### config.mk
export PLATFORM = sky130hd
export DESIGN_NAME = pc_sequencer
export DESIGN_NICKNAME = d
export VERILOG_FILES = /design/src/rtl/pc_sequencer_pkg.sv /design/src/rtl/pc_sequencer_npc_calc.sv /design/src/rtl/pc_sequencer.sv
export SDC_FILE = /design/constraint.sdc
export NUM_CORES = 1
export LEC_CHECK = 0
export ABC_AREA = 1
export BUFFER_PORTS_ARGS = -buffer_cell sky130_fd_sc_hd__buf_4
export CAP_MARGIN = 20
export CORE_UTILIZATION = 49
export DETAILED_ROUTE_END_ITERATION = 10
export PLACE_DENSITY = 0.76
export SLEW_MARGIN = 20
export SYNTH_ARGS = -nofsm -noshare
export SYNTH_HDL_FRONTEND = slang
export SYNTH_HIERARCHICAL = 1
export SYNTH_SLANG_ARGS = --single-unit
### constraint.sdc
create_clock -name clk -period 2.45 [get_ports clk]
set_input_delay 0.245 -clock clk [delete_from_list [all_inputs] [get_ports clk]]
set_output_delay 0.245 -clock clk [all_outputs]
set_load 0.005 [all_outputs]
### src/rtl/pc_sequencer_pkg.sv
// Core-wide definitions shared by the fetch sequencer and its next-PC datapath.
// Holds the sequencer state encoding, the sequential PC step and a word-alignment helper.
package pc_sequencer_pkg;

    typedef enum logic [1:0] {
        IDLE    = 2'd0,
        FETCH   = 2'd1,
        DECODE  = 2'd2,
        RESOLVE = 2'd3
    } seq_state_t;

    localparam logic [31:0] PC_STEP = 32'd4;

    // Instruction addresses are word aligned; the two low bits never reach the pc.
    function automatic logic [31:0] align_pc(input logic [31:0] addr);
        return {addr[31:2], 2'b00};
    endfunction

endpackage

### src/rtl/pc_sequencer_npc_calc.sv
// Next-PC datapath: sequential step, conditional branch target and J-type jump target.
// Purely combinational; jump has priority over a taken branch.
module npc_calc
    import pc_sequencer_pkg::*;
(
    input  logic [31:0] pc,
    input  logic [31:0] imm_ext,
    input  logic [25:0] jtarget,
    input  logic        branch,
    input  logic        zero,
    input  logic        jump,
    output logic [31:0] next_pc
);

    logic [31:0] pc4_s;
    logic [31:0] br_offset_s;
    logic [31:0] br_target_s;
    logic [31:0] j_target_s;

    // Candidate targets; all sums are 32-bit so wrap-around falls out naturally.
    always_comb begin
        pc4_s       = pc + PC_STEP;
        br_offset_s = imm_ext << 2;
        br_target_s = pc4_s + br_offset_s;
        j_target_s  = {pc4_s[31:28], jtarget, 2'b00};
    end

    // Priority select: jump, then taken branch, then fall-through.
    always_comb begin
        next_pc = pc4_s;
        if (jump) begin
            next_pc = j_target_s;
        end else if (branch && zero) begin
            next_pc = br_target_s;
        end else begin
            next_pc = pc4_s;
        end
    end

endmodule

### src/rtl/pc_sequencer.sv
// Multi-cycle fetch / decode-hold / resolve sequencer that owns the program counter.
// One fetch outstanding at a time; the next PC is computed only after execute resolves.
module pc_sequencer
    import pc_sequencer_pkg::*;
#(
    parameter logic [31:0] RESET_PC = 32'h0000_0000
) (
    input  logic        clk,
    input  logic        rst_n,
    output logic        if_req,
    output logic [31:0] if_addr,
    input  logic        if_ack,
    input  logic [31:0] if_rdata,
    output logic        inst_valid,
    output logic [31:0] inst,
    input  logic        inst_ready,
    input  logic        resolve_valid,
    input  logic        branch,
    input  logic        zero,
    input  logic        jump,
    input  logic [31:0] imm_ext,
    input  logic [25:0] jtarget,
    output logic [31:0] pc,
    output logic [31:0] retired
);

    localparam logic [31:0] RESET_PC_ALIGNED = align_pc(RESET_PC);

    seq_state_t  state_r;
    seq_state_t  next_state_s;
    logic        if_req_r;
    logic        inst_valid_r;
    logic        if_req_s;
    logic        inst_valid_s;
    logic [31:0] pc_r;
    logic [31:0] inst_r;
    logic [31:0] retired_r;
    logic [31:0] next_pc_s;
    logic        capture_s;
    logic        advance_s;

    npc_calc u_npc_calc (
        .pc      (pc_r),
        .imm_ext (imm_ext),
        .jtarget (jtarget),
        .branch  (branch),
        .zero    (zero),
        .jump    (jump),
        .next_pc (next_pc_s)
    );

    // State register together with the registered handshake outputs.
    always_ff @(posedge clk or negedge rst_n) begin
        if (!rst_n) begin
            state_r      <= IDLE;
            if_req_r     <= 1'b0;
            inst_valid_r <= 1'b0;
        end else begin
            state_r      <= next_state_s;
            if_req_r     <= if_req_s;
            inst_valid_r <= inst_valid_s;
        end
    end

    // Next-state logic; each handshake input only matters in its own state.
    always_comb begin
        next_state_s = state_r;
        case (state_r)
            IDLE: begin
                next_state_s = FETCH;
            end
            FETCH: begin
                if (if_ack) begin
                    next_state_s = DECODE;
                end else begin
                    next_state_s = FETCH;
                end
            end
            DECODE: begin
                if (inst_ready) begin
                    next_state_s = RESOLVE;
                end else begin
                    next_state_s = DECODE;
                end
            end
            RESOLVE: begin
                if (resolve_valid) begin
                    next_state_s = FETCH;
                end else begin
                    next_state_s = RESOLVE;
                end
            end
            default: begin
                next_state_s = IDLE;
            end
        endcase
    end

    // Outputs are decoded from the upcoming state so they appear registered alongside it.
    always_comb begin
        if_req_s     = 1'b0;
        inst_valid_s = 1'b0;
        case (next_state_s)
            FETCH: begin
                if_req_s = 1'b1;
            end
            DECODE: begin
                inst_valid_s = 1'b1;
            end
            IDLE, RESOLVE: begin
                if_req_s     = 1'b0;
                inst_valid_s = 1'b0;
            end
            default: begin
                if_req_s     = 1'b0;
                inst_valid_s = 1'b0;
            end
        endcase
    end

    // Qualified datapath strobes.
    always_comb begin
        capture_s = (state_r == FETCH)   && if_ack;
        advance_s = (state_r == RESOLVE) && resolve_valid;
    end

    // Program counter, instruction holding register and retirement counter.
    always_ff @(posedge clk or negedge rst_n) begin
        if (!rst_n) begin
            pc_r      <= RESET_PC_ALIGNED;
            inst_r    <= 32'h0000_0000;
            retired_r <= 32'h0000_0000;
        end else begin
            if (capture_s) begin
                inst_r <= if_rdata;
            end
            if (advance_s) begin
                pc_r      <= next_pc_s;
                retired_r <= retired_r + 32'd1;
            end
        end
    end

    assign if_req     = if_req_r;
    assign inst_valid = inst_valid_r;
    assign if_addr    = pc_r;
    assign pc         = pc_r;
    assign inst       = inst_r;
    assign retired    = retired_r;

endmodule
==> flow_summary.yaml, run 1 <==
status:
  status: "finished with violations"
  violations: "setup timing"
clock_network:
  clk_latency_ns: 0.35
  cts_tree: "yes"
  clk_pin_slew_worst_paths_ns: 0.08
  cts-root-buf: "clkbuf_16"
  htree_num_levels: 3
  cts.path.max_buffers: 2
  cts-buffers-inserted: 9
  cts_sinks: 100
worst_setup_path:
  end_kind: "register"
  crit_path_max_fanout: 4
  critPathLaunch: "if_addr[9]$_DFFE_PN0P_"
  crit_required_ns: 2.74
  startpoint_type: "register"
  crit_type: "reg -> reg"
  arrival_ns: 3.24
  r2r_start: "if_addr[9]$_DFFE_PN0P_"
synthesis:
  synth-edff-count: 0
  async_flop_share_pct: 100.0
  synth.distinct_cells: 38
  syn_area_mm2: 0.008372
  avgSynthCellArea_um2: 6.561
  synth_seq_cells: 100
  synth_fp_nets: 1413
  ys.flop_type: "dfrtp_1"
  synthCells: 1276
  seq_area_frac_synth_pct: 29.89
  yosys_warnings: 6
final_layout:
  area_growth_pct: 63.34
  final_cells: 1892
  final.fill_count: 1028
  final_common_cell: "buf_4"
  n_antenna_cell: 0
  final_nets: 1804
  final_cell_area_mm2: 0.01367
  most-common-layout-cells: "buf_4 (401), nand2_1 (367), inv_1 (135)"
  drive_gt1_share_pct: 49.76
power:
  pwr-share-seq_pct: 18.1
  vdd_drop_max_v: 0.0008923
  p_switching_mw: 6.981
  switching_share_pct: 46.26
  p_int_mw: 8.109
  p_per_area_mw_per_mm2: 1104
  power_leakage_nw: 7.037
  p_comb_share_pct: 72.0
  power.total_mw: 15.09
  clkPwrFrac_pct: 9.9
sta:
  final.setup_skew_ns: 0.01210
  finalWorstSetupSlack_ns: -0.5040
  fin_hold_ws_ns: 0.1188
  min_period_ns: 2.954
  rsz0062_at_grt: "yes"
  setup_violations: 26
  finalCritPeriodShare_pct: 120.6
  worst_pin_slew_ns: 0.7512
  hold_viol: 0
  slew_headroom_pct: 49.74
  slew_viol_final: 0
  fmax_mhz: 338.5
placement:
  gp_congestion: 0.9567
  port_buffers: 225
  dp.final_hpwl_mm: 22.87
  placed_cell_area_mm2: 0.01146
  placed_cells: 1842
floorplanning:
  pin_count: 228
  core_region_area_mm2: 0.01664
  initial_utilization_pct: 50.30
  fp.dieH_um: 132.7
  die_w_um: 132.7
  die_area_mm2: 0.01761
  rows: 47
global_routing:
  grt_pass1_wl_mm: 48.89
  grt.overflow.total: 0
  grt_pass1_vias: 9916
  antenna_found_initial: 0
  grt_use_total_pct: 35.33
  grt_max_degree: 39
routing:
  wl_per_cell_um: 18.09
  drc: 0
  wirelength_mm: 34.23
  vias: 10372
  viasPerCell: 5.482
  dr.pass1.iters: 5
  final_antenna_net_count: 0
  drt_iter0_drc: 893
worst_hold_path:
  min_path_type: "in -> reg"
  min-delay-start: "if_rdata[25]"
run:
  maxCapViolations: 0
Yosys cell counts, types with 4 or more instances:
cell,instances,share of area [%]
buf_4,32,2.9
xnor2_1,19,2.0
dfrtp_1,100,30
a21oi_1,35,2.1
buf_2,4,0.24
o21ai_0,17,1.0
nand2_1,474,21
xor2_1,17,1.8
clkbuf_1,15,0.67
ha_1,38,5.7
and2_1,5,0.37
nor2_1,127,5.7
mux2_2,32,4.3
nor3_2,4,0.48
or2_2,7,0.52
a31oi_1,8,0.60
inv_1,171,7.7
nand4_1,19,1.4
nor2_2,12,0.90
nand3b_1,6,0.54
nor2_4,7,0.94
nand2_2,10,0.75
nor3_1,13,0.78
nand3_1,82,4.9
registers in the layout, indices dropped and copies added, names as in the netlist:
name        count
if_addr        32
inst           32
state_r         2
if_req          1
retired        32
inst_valid      1
critical path, stage by stage, from the launching register on:
cell and delay [ns]:
dfrtp_1 0.43, buf_4 0.15, nand2_2 0.08, nor2_4 0.13
nand2_2 0.08, nor2_4 0.12, xor2_1 0.23, buf_4 0.19
ha_1 0.27, nand2_4 0.14, inv_1 0.08, nand2_2 0.08
nand2_2 0.07, nand2_1 0.09, nand2_2 0.09, nand2_1 0.15
nand3_2 0.09, nand2_1 0.09, nand3_2 0.08, a21oi_2 0.12
nand2_1 0.06, nand2_1 0.08
power by group through the flow:
stage                     combinational (mW)  clock (mW)  sequential (mW)
final                                   10.9        1.50             2.73
after global routing                    11.5        1.57             2.79
after CTS                               9.30        1.50             2.71
after detailed placement                7.84           0             2.71
after global placement                  7.71           0             2.67
after floorplan                         3.96           0             2.84
cell type report:
type	count	area [um^2]	share of cell area [%]
Multi-Input combinational cell	950	6536	47.80
Clock inverter	7	88.84	0.6496
Clock buffer	9	225.2	1.647
Sequential cell	100	2512	18.37
Tap cell	220	275.3	2.013
Timing Repair Buffer	432	3376	24.69
Inverter	174	660.6	4.831
worst paths after layout:
check                                          endpoint  slack, ns  cells past startpoint
worst max-delay path            if_addr[26]$_DFFE_PN0P_      -0.50                     21
worst min-delay path               inst[25]$_DFFE_PN0P_       0.12                      2
worst max register to register  if_addr[26]$_DFFE_PN0P_      -0.50                     21
worst min register to register      inst[0]$_DFFE_PN0P_       0.51                      1
max in group asynchronous       if_addr[25]$_DFFE_PN0P_       1.40                      3
min in group asynchronous       retired[16]$_DFFE_PN0P_       0.42                      2
through the flow:
stage / TNS (ns) / util, % / setup WS (ns)
global placement: -9.584 / 68.88 / -0.5730
floorplan: -0.04308 / - / -0.01668
global route: -13.24 / 82.17 / -0.6907
detailed placement: -10.27 / 68.88 / -0.5826
CTS: -6.321 / 77.64 / -0.3721
finish: -10.02 / 82.17 / -0.5040
cells by family after synthesis:
logic type / Yosys count / share of synthesized area, %
compound gates: 67 / 4.334
xor+xnor: 39 / 4.349
fa+ha+maj: 39 / 5.918
buf+inv: 226 / 11.63
flops: 100 / 29.89
mux: 32 / 4.304
simple gates: 773 / 39.58
timing repair:
action                     4_1_cts  5_1_grt
hold endpoints to repair        35        0
pin swaps                       95       78
setup buffers                   19       16
hold buffers                     1        0
setup endpoints to repair       26       27
gates resized for setup        239      164
layer usage:
layer | track usage, % | part of all wire, % | wire length (um) | vias up
met3 | 6.437 | 8.5 | 2904 | 150
met2 | 60.15 | 49 | 16620 | 659
li1 | - | - | - | 4724
met5 | 0 | 0 | 0 | -
met1 | 43.68 | 38 | 12970 | 4839
met4 | 15.52 | 5.1 | 1736 | 0
Note: power is estimated with default switching activity, not from simulation.
==> inputs of run 2 (changes only) <==
Settings changed: ABC_AREA 1 to default, CORE_UTILIZATION 49 to 47, GPL_TIMING_DRIVEN from default to 0.
==> run 2 against run 1 <==
Against the previous run:
- the flow still finishes with violations (setup timing)
- combinational power decreased by 30%
- clock power decreased by 4%
- sequential share of layout area increased by 5.4 points
- largest power group unchanged
- die area decreased by 12%
- first-iteration DRC count decreased by 48%
- sequential power increased by 5%
- area after synthesis decreased by 15%
- core utilization decreased by 9.6 points
- non-clock buffer count decreased by 87
- hold slack got worse by 0.11 ns
- setup slack got worse by 0.56 ns
==> flow_summary.yaml, run 2 <==
status:
  status: "finished with violations"
  violations: "setup timing"
final_layout:
  most-common-layout-cells: "buf_4 (309), nand2_1 (146), dfrtp_1 (83)"
  final_nets: 1223
  final_cells: 1274
  area_growth_pct: 49.65
  n_antenna_cell: 0
  final.fill_count: 1089
  final_common_cell: "buf_4"
  drive_gt1_share_pct: 47.43
  regArea_mm2: 0.002524
  multiInputGateArea_mm2: 0.004868
power:
  p_per_area_mw_per_mm2: 1127
  power_leakage_nw: 5.073
  vdd_drop_max_v: 0.0007013
routing:
  dr.pass1.iters: 5
  wirelength_mm: 21.80
  wl_per_cell_um: 17.11
  vias: 7042
  drc: 0
  final_antenna_net_count: 0
  drt_iter0_drc: 465
  viasPerCell: 5.527
synthesis:
  ys.flop_type: "dfrtp_1"
  synth_seq_cells: 100
  avgSynthCellArea_um2: 9.041
  yosysTopAreaCell: "dfrtp_1"
  seq_area_frac_synth_pct: 35.35
  syn_area_mm2: 0.007079
  synthCells: 783
  yosys_warnings: 6
  synth.distinct_cells: 68
  async_flop_share_pct: 100.0
  synth-edff-count: 0
  synth_fp_nets: 920
  synth_area_leaders: "dfrtp_1 (35%), nand2_1 (8.0%), ha_1 (6.7%), xnor2_1 (6.3%), mux2_2 (5.9%)"
  yosysTopAreaCellShare_pct: 35.35
  ys_top_cells_by_count: "nand2_1 (151), dfrtp_1 (100), xnor2_1 (51)"
  synth_most_common_cell: "nand2_1"
placement:
  port_buffers: 225
  gp_congestion: 0.9152
  dp.final_hpwl_mm: 15.24
  placed_cells: 1192
worst_setup_path:
  worstReg2RegEnd: "if_addr[31]$_DFFE_PN0P_"
  crit_required_ns: 2.68
  r2r_cells: 17
  end_kind: "register"
  path_cells: "and3_4 -> nand4_1 -> buf_4 -> nor4_4 -> and2_4 -> xor2_2 -> ha_1 -> buf_4 -> o21a_1 -> o21a_1 -> a21oi_1 -> o21ai_0 -> nor2_2 -> mux2i_1 -> nor3_2 -> nand2_1 -> nand2_1"
  startpoint_type: "register"
  worst_path_max_delay_cell: "dfrtp_2"
  path_buf_inv: 2
  slowest_delay_ns: 0.36
  r2r_start: "if_addr[18]$_DFFE_PN0P_"
  crit_path_max_fanout: 5
  arrival_ns: 3.74
  rrSetupSlack_ns: -1.07
  critPathLaunch: "if_addr[18]$_DFFE_PN0P_"
  crit_type: "reg -> reg"
  cp_top_family: "simple AND/OR/NAND/NOR gates"
sta:
  slew_headroom_pct: 39.27
  finalWorstSetupSlack_ns: -1.068
  slew_viol_final: 0
  hold_viol: 0
  fmax_mhz: 284.3
  worst_pin_slew_ns: 0.9109
  final.setup_skew_ns: 0.006371
  rsz0062_at_grt: "yes"
  finalSetupTns_ns: -17.12
  setup_violations: 25
  finalCritPeriodShare_pct: 143.6
  min_period_ns: 3.518
floorplanning:
  die_area_mm2: 0.01556
  core_region_area_mm2: 0.01459
  pin_count: 228
  rows: 44
  fp.dieH_um: 124.7
  die_w_um: 124.7
  initial_utilization_pct: 48.52
global_routing:
  grt_max_degree: 101
  grt_pass1_vias: 6821
  antenna_found_initial: 0
  grt_use_total_pct: 26.65
  grt.overflow.total: 0
  grt_pass1_wl_mm: 33.47
worst_hold_path:
  min_path_type: "in -> async"
clock_network:
  clk_pin_slew_worst_paths_ns: 0.07
  htree_num_levels: 3
  clk_latency_ns: 0.34
  cts_sinks: 100
  cts-root-buf: "clkbuf_16"
  cts_tree: "yes"
  cts-buffers-inserted: 9
  ctsHoldBuffers: 0
  cts.path.max_buffers: 2
run:
  maxCapViolations: 0
-- run 2: worst max-delay path by stage --
stage / endpoint / slack [ns] / cells past startpoint
final: if_addr[31]$_DFFE_PN0P_ / -1.07 / 17
after global routing: if_addr[30]$_DFFE_PN0P_ / -1.23 / 18
after CTS: if_addr[31]$_DFFE_PN0P_ / -0.96 / 17
after detailed placement: if_addr[31]$_DFFE_PN0P_ / -1.35 / 17
after global placement: if_addr[31]$_DFFE_PN0P_ / -1.36 / 17
after floorplan: if_addr[31]$_DFFE_PN0P_ / -0.80 / 16
-- run 2: worst reg2reg max path, stage by stage, from the launching register on --
cell     delay (ns)
dfrtp_2        0.36
and3_4         0.19
nand4_1        0.15
buf_4          0.19
nor4_4         0.33
and2_4         0.21
xor2_2         0.18
ha_1           0.28
buf_4          0.17
o21a_1         0.18
o21a_1         0.18
a21oi_1        0.17
o21ai_0        0.14
nor2_2         0.24
mux2i_1        0.26
nor3_2         0.07
nand2_1        0.06
nand2_1        0.05
-- run 2: metrics by stage --
step / cell area (um^2) / power [mW] / worst slack [ns] / hold WS [ns] / utilization, %
final: 10590 / 11.94 / -1.068 / 0.01131 / 72.62
after global routing: 10590 / 12.67 / -1.226 / 0.08766 / 72.62
after CTS: 10230 / 11.35 / -0.9582 / 0.04858 / 70.15
after detailed placement: 9076 / 8.827 / -1.352 / 0.4165 / 62.21
after global placement: 9072 / 8.694 / -1.363 / 0.4615 / 62.19
after floorplan: 7153 / 6.527 / -0.8038 / -0.05059 / -
-- run 2: cell families (layout without fill, tap and decap cells) --
family	after synthesis	count (layout)	synth area share (%)
AOI/OAI and AO/OA	130	130	13.10
xor gates and xnor gates	81	81	10.29
adders and majority gates	39	39	6.999
buffers and inverters	76	383	5.762
DFF	100	100	35.35
muxes	40	40	6.310
and+or+nand+nor	317	317	22.20
-- run 2: area by class of cell --
type                    instances  area share, %
repair buffers                293          21.41
multi-input cells             607          45.95
plain buffers                  52          3.000
well taps                     184          2.173
clock buffers                  10          2.256
clock inverters                 5         0.5669
inverters                      23         0.8149
flip-flops and latches        100          23.82
-- run 2: metal layers --
| metal | GRT usage [%] | share of wire (%) | up-vias |
|---|---|---|---|
| met5 | 0 | 0 | - |
| met4 | 9.497 | 3.2 | 0 |
| met3 | 5.112 | 6.2 | 60 |
| met2 | 46.77 | 50 | 300 |
| met1 | 32.35 | 41 | 3389 |
| li1 | - | - | 3293 |
-- run 2: repair_timing --
item	4_1_cts	5_1_grt
setup endpoints to repair	25	26
resized for setup	86	50
pin swaps	59	31
buffers inserted	57	12
gates cloned	0	0
-- run 2: power by group --
part           internal [mW]  switching [mW]  total, mW
logic                   4.01            3.61       7.62
registers               2.25           0.630       2.88
clock network          0.820           0.616       1.44
==> inputs of run 3 (changes only) <==
--- a/config.mk
+++ b/config.mk
@@ -12,3 +12,3 @@
 export GPL_TIMING_DRIVEN = 0
-export PLACE_DENSITY = 0.76
+export PLACE_DENSITY = 0.78
 export SLEW_MARGIN = 20
--- a/constraint.sdc
+++ b/constraint.sdc
@@ -3,2 +3,2 @@
 set_output_delay 0.245 -clock clk [all_outputs]
-set_load 0.005 [all_outputs]
+set_load 0.01 [all_outputs]
==> run 3 against run 2 <==
Against the previous run:
- the flow finishes with violations (hold timing, setup timing)
- power down 0.27%
- clock skew about the same
- sequential share of layout area up 0.47 points
- global-route usage down 0.87 points
- via count down 1.3%
- first-iteration DRC count down 13%
- sequential power about the same
- critical path type unchanged
- largest cell class unchanged
==> flow_summary.yaml, run 3 (synthesis gave the netlist of run 2 again) <==
status:
  status: "finished with violations"
  violations: "hold timing, setup timing"
final_layout:
  n_antenna_cell: 0
  final_common_cell: "buf_4"
  final_nets: 1218
  final_cell_area_mm2: 0.01038
  area_growth_pct: 46.59
  post-route-util_pct: 71.13
  most-common-layout-cells: "buf_4 (313), nand2_1 (143), dfrtp_1 (85)"
  final.fill_count: 1135
  drive_gt1_share_pct: 46.04
power:
  vdd_drop_max_v: 0.0007718
  p_per_area_mw_per_mm2: 1147
  power_leakage_nw: 5.027
sta:
  worst_pin_slew_ns: 0.9076
  fmax_mhz: 283.5
  finalSetupTns_ns: -18.67
  finalCritPeriodShare_pct: 144.0
  fin_hold_ws_ns: -0.01714
  min_period_ns: 3.527
  hold_viol: 13
  slew_headroom_pct: 39.49
  rsz0062_at_grt: "yes"
  setup_violations: 25
  final.setup_skew_ns: 0.006797
  slew_viol_final: 0
  finalWorstSetupSlack_ns: -1.077
routing:
  drt_iter0_drc: 405
  drc: 0
  vias: 6949
  final_antenna_net_count: 0
  wl_per_cell_um: 16.35
  viasPerCell: 5.472
  wirelength_mm: 20.77
  dr.pass1.iters: 5
floorplanning:
  core_region_area_mm2: 0.01459
  fp.dieH_um: 124.7
  die_w_um: 124.7
  initial_utilization_pct: 48.52
  die_area_mm2: 0.01556
  rows: 44
  pin_count: 228
worst_hold_path:
  min_path_type: "in -> async"
global_routing:
  grt_pass1_vias: 6782
  grt_pass1_wl_mm: 32.42
  grt.overflow.total: 0
  grt_use_total_pct: 25.78
  grt_max_degree: 101
  antenna_found_initial: 0
run:
  maxCapViolations: 0
worst_setup_path:
  startpoint_type: "register"
  arrival_ns: 3.76
  r2r_start: "if_addr[5]$_DFFE_PN0P_"
  worstReg2RegEnd: "if_addr[28]$_DFFE_PN0P_"
  crit_path_max_fanout: 3
  end_kind: "register"
  r2r_cells: 16
  crit_type: "reg -> reg"
  rrSetupSlack_ns: -1.08
  crit_required_ns: 2.68
placement:
  dp.final_hpwl_mm: 15.04
  port_buffers: 225
  placed_cell_area_mm2: 0.009045
  pre_cts_ws_ns: -1.375
  gp_congestion: 0.9148
clock_network:
  cts_tree: "yes"
  htree_num_levels: 3
  clk_latency_ns: 0.33
  cts-buffers-inserted: 9
  cts_sinks: 100
  cts-root-buf: "clkbuf_16"
  cts.path.max_buffers: 2
  clk_pin_slew_worst_paths_ns: 0.07
run 3: cell count changes in the layout (fill, tap and decap cells not counted), sizes merged:
cell | before | now
buf | 327 | 322
clkinv | 1 | 2
clkinvlp | 1 | 2
inv | 25 | 24
run 3: how the worst max path moves through the flow:
| stage | startpoint | end | slack, ns | cells after the start |
|---|---|---|---|---|
| after floorplan | if_addr[5]$_DFFE_PN0P_ | if_addr[31]$_DFFE_PN0P_ | -0.83 | 16 |
| after global placement | if_addr[4]$_DFFE_PN0P_ | if_addr[31]$_DFFE_PN0P_ | -1.35 | 17 |
| after detailed placement | if_addr[4]$_DFFE_PN0P_ | if_addr[31]$_DFFE_PN0P_ | -1.38 | 17 |
| after CTS | if_addr[4]$_DFFE_PN0P_ | if_addr[31]$_DFFE_PN0P_ | -1.01 | 16 |
| after global routing | if_addr[19]$_DFFE_PN0P_ | if_addr[31]$_DFFE_PN0P_ | -1.21 | 17 |
| final | if_addr[5]$_DFFE_PN0P_ | if_addr[28]$_DFFE_PN0P_ | -1.08 | 16 |
run 3: metal layers:
layer	global-route usage, %	wire length (um)	vias up
li1	-	-	3271
met1	32.11	8583	3326
met2	43.94	10300	299
met3	4.725	1316	53
met4	10.28	566	0
met5	0	0	-
run 3: layout make-up:
| class | count | area (um^2) | area share [%] |
|---|---|---|---|
| Buffer | 52 | 317.8 | 3.062 |
| Clock buffer | 10 | 229.0 | 2.206 |
| Sequential cell | 100 | 2521 | 24.29 |
| Clock inverter | 6 | 63.81 | 0.6149 |
| Timing Repair Buffer | 288 | 2215 | 21.34 |
| Inverter | 23 | 86.33 | 0.8319 |
| Multi-Input combinational cell | 607 | 4715 | 45.43 |
| Tap cell | 184 | 230.2 | 2.218 |
run 3: critical path, stage by stage, from the launching register on:
cell	delay, ns
dfrtp_2	0.37
and4_4	0.26
nand4_4	0.14
buf_4	0.19
nor2_4	0.13
xor2_2	0.24
ha_4	0.25
a21o_1	0.17
a21oi_2	0.15
o21ai_1	0.10
a221o_4	0.45
a211oi_4	0.37
o41ai_2	0.14
xnor2_1	0.21
a21oi_1	0.11
nand2_1	0.08
nand2_1	0.05
run 3: where the power goes:
group,switching [mW],leakage (nW),internal (mW)
registers,0.645,1.23,2.25
logic,3.73,3.66,3.89
clock network,0.598,0.139,0.792
total,4.97,5.03,6.93
run 3: metrics by stage:
step | cells | power (mW)
final | 1270 | 11.90
after floorplan | 783 | 6.802
after global routing | 1270 | 12.64
after CTS | 1246 | 11.26
after detailed placement | 1192 | 9.132
after global placement | 1192 | 8.990
run 3: what timing repair did:
action	in CTS	in global routing
setup buffers	38	25
resized for setup	59	48
endpoints found under the setup margin	25	26
hold buffers	0	0
gates cloned	0	0
pin swaps	45	34
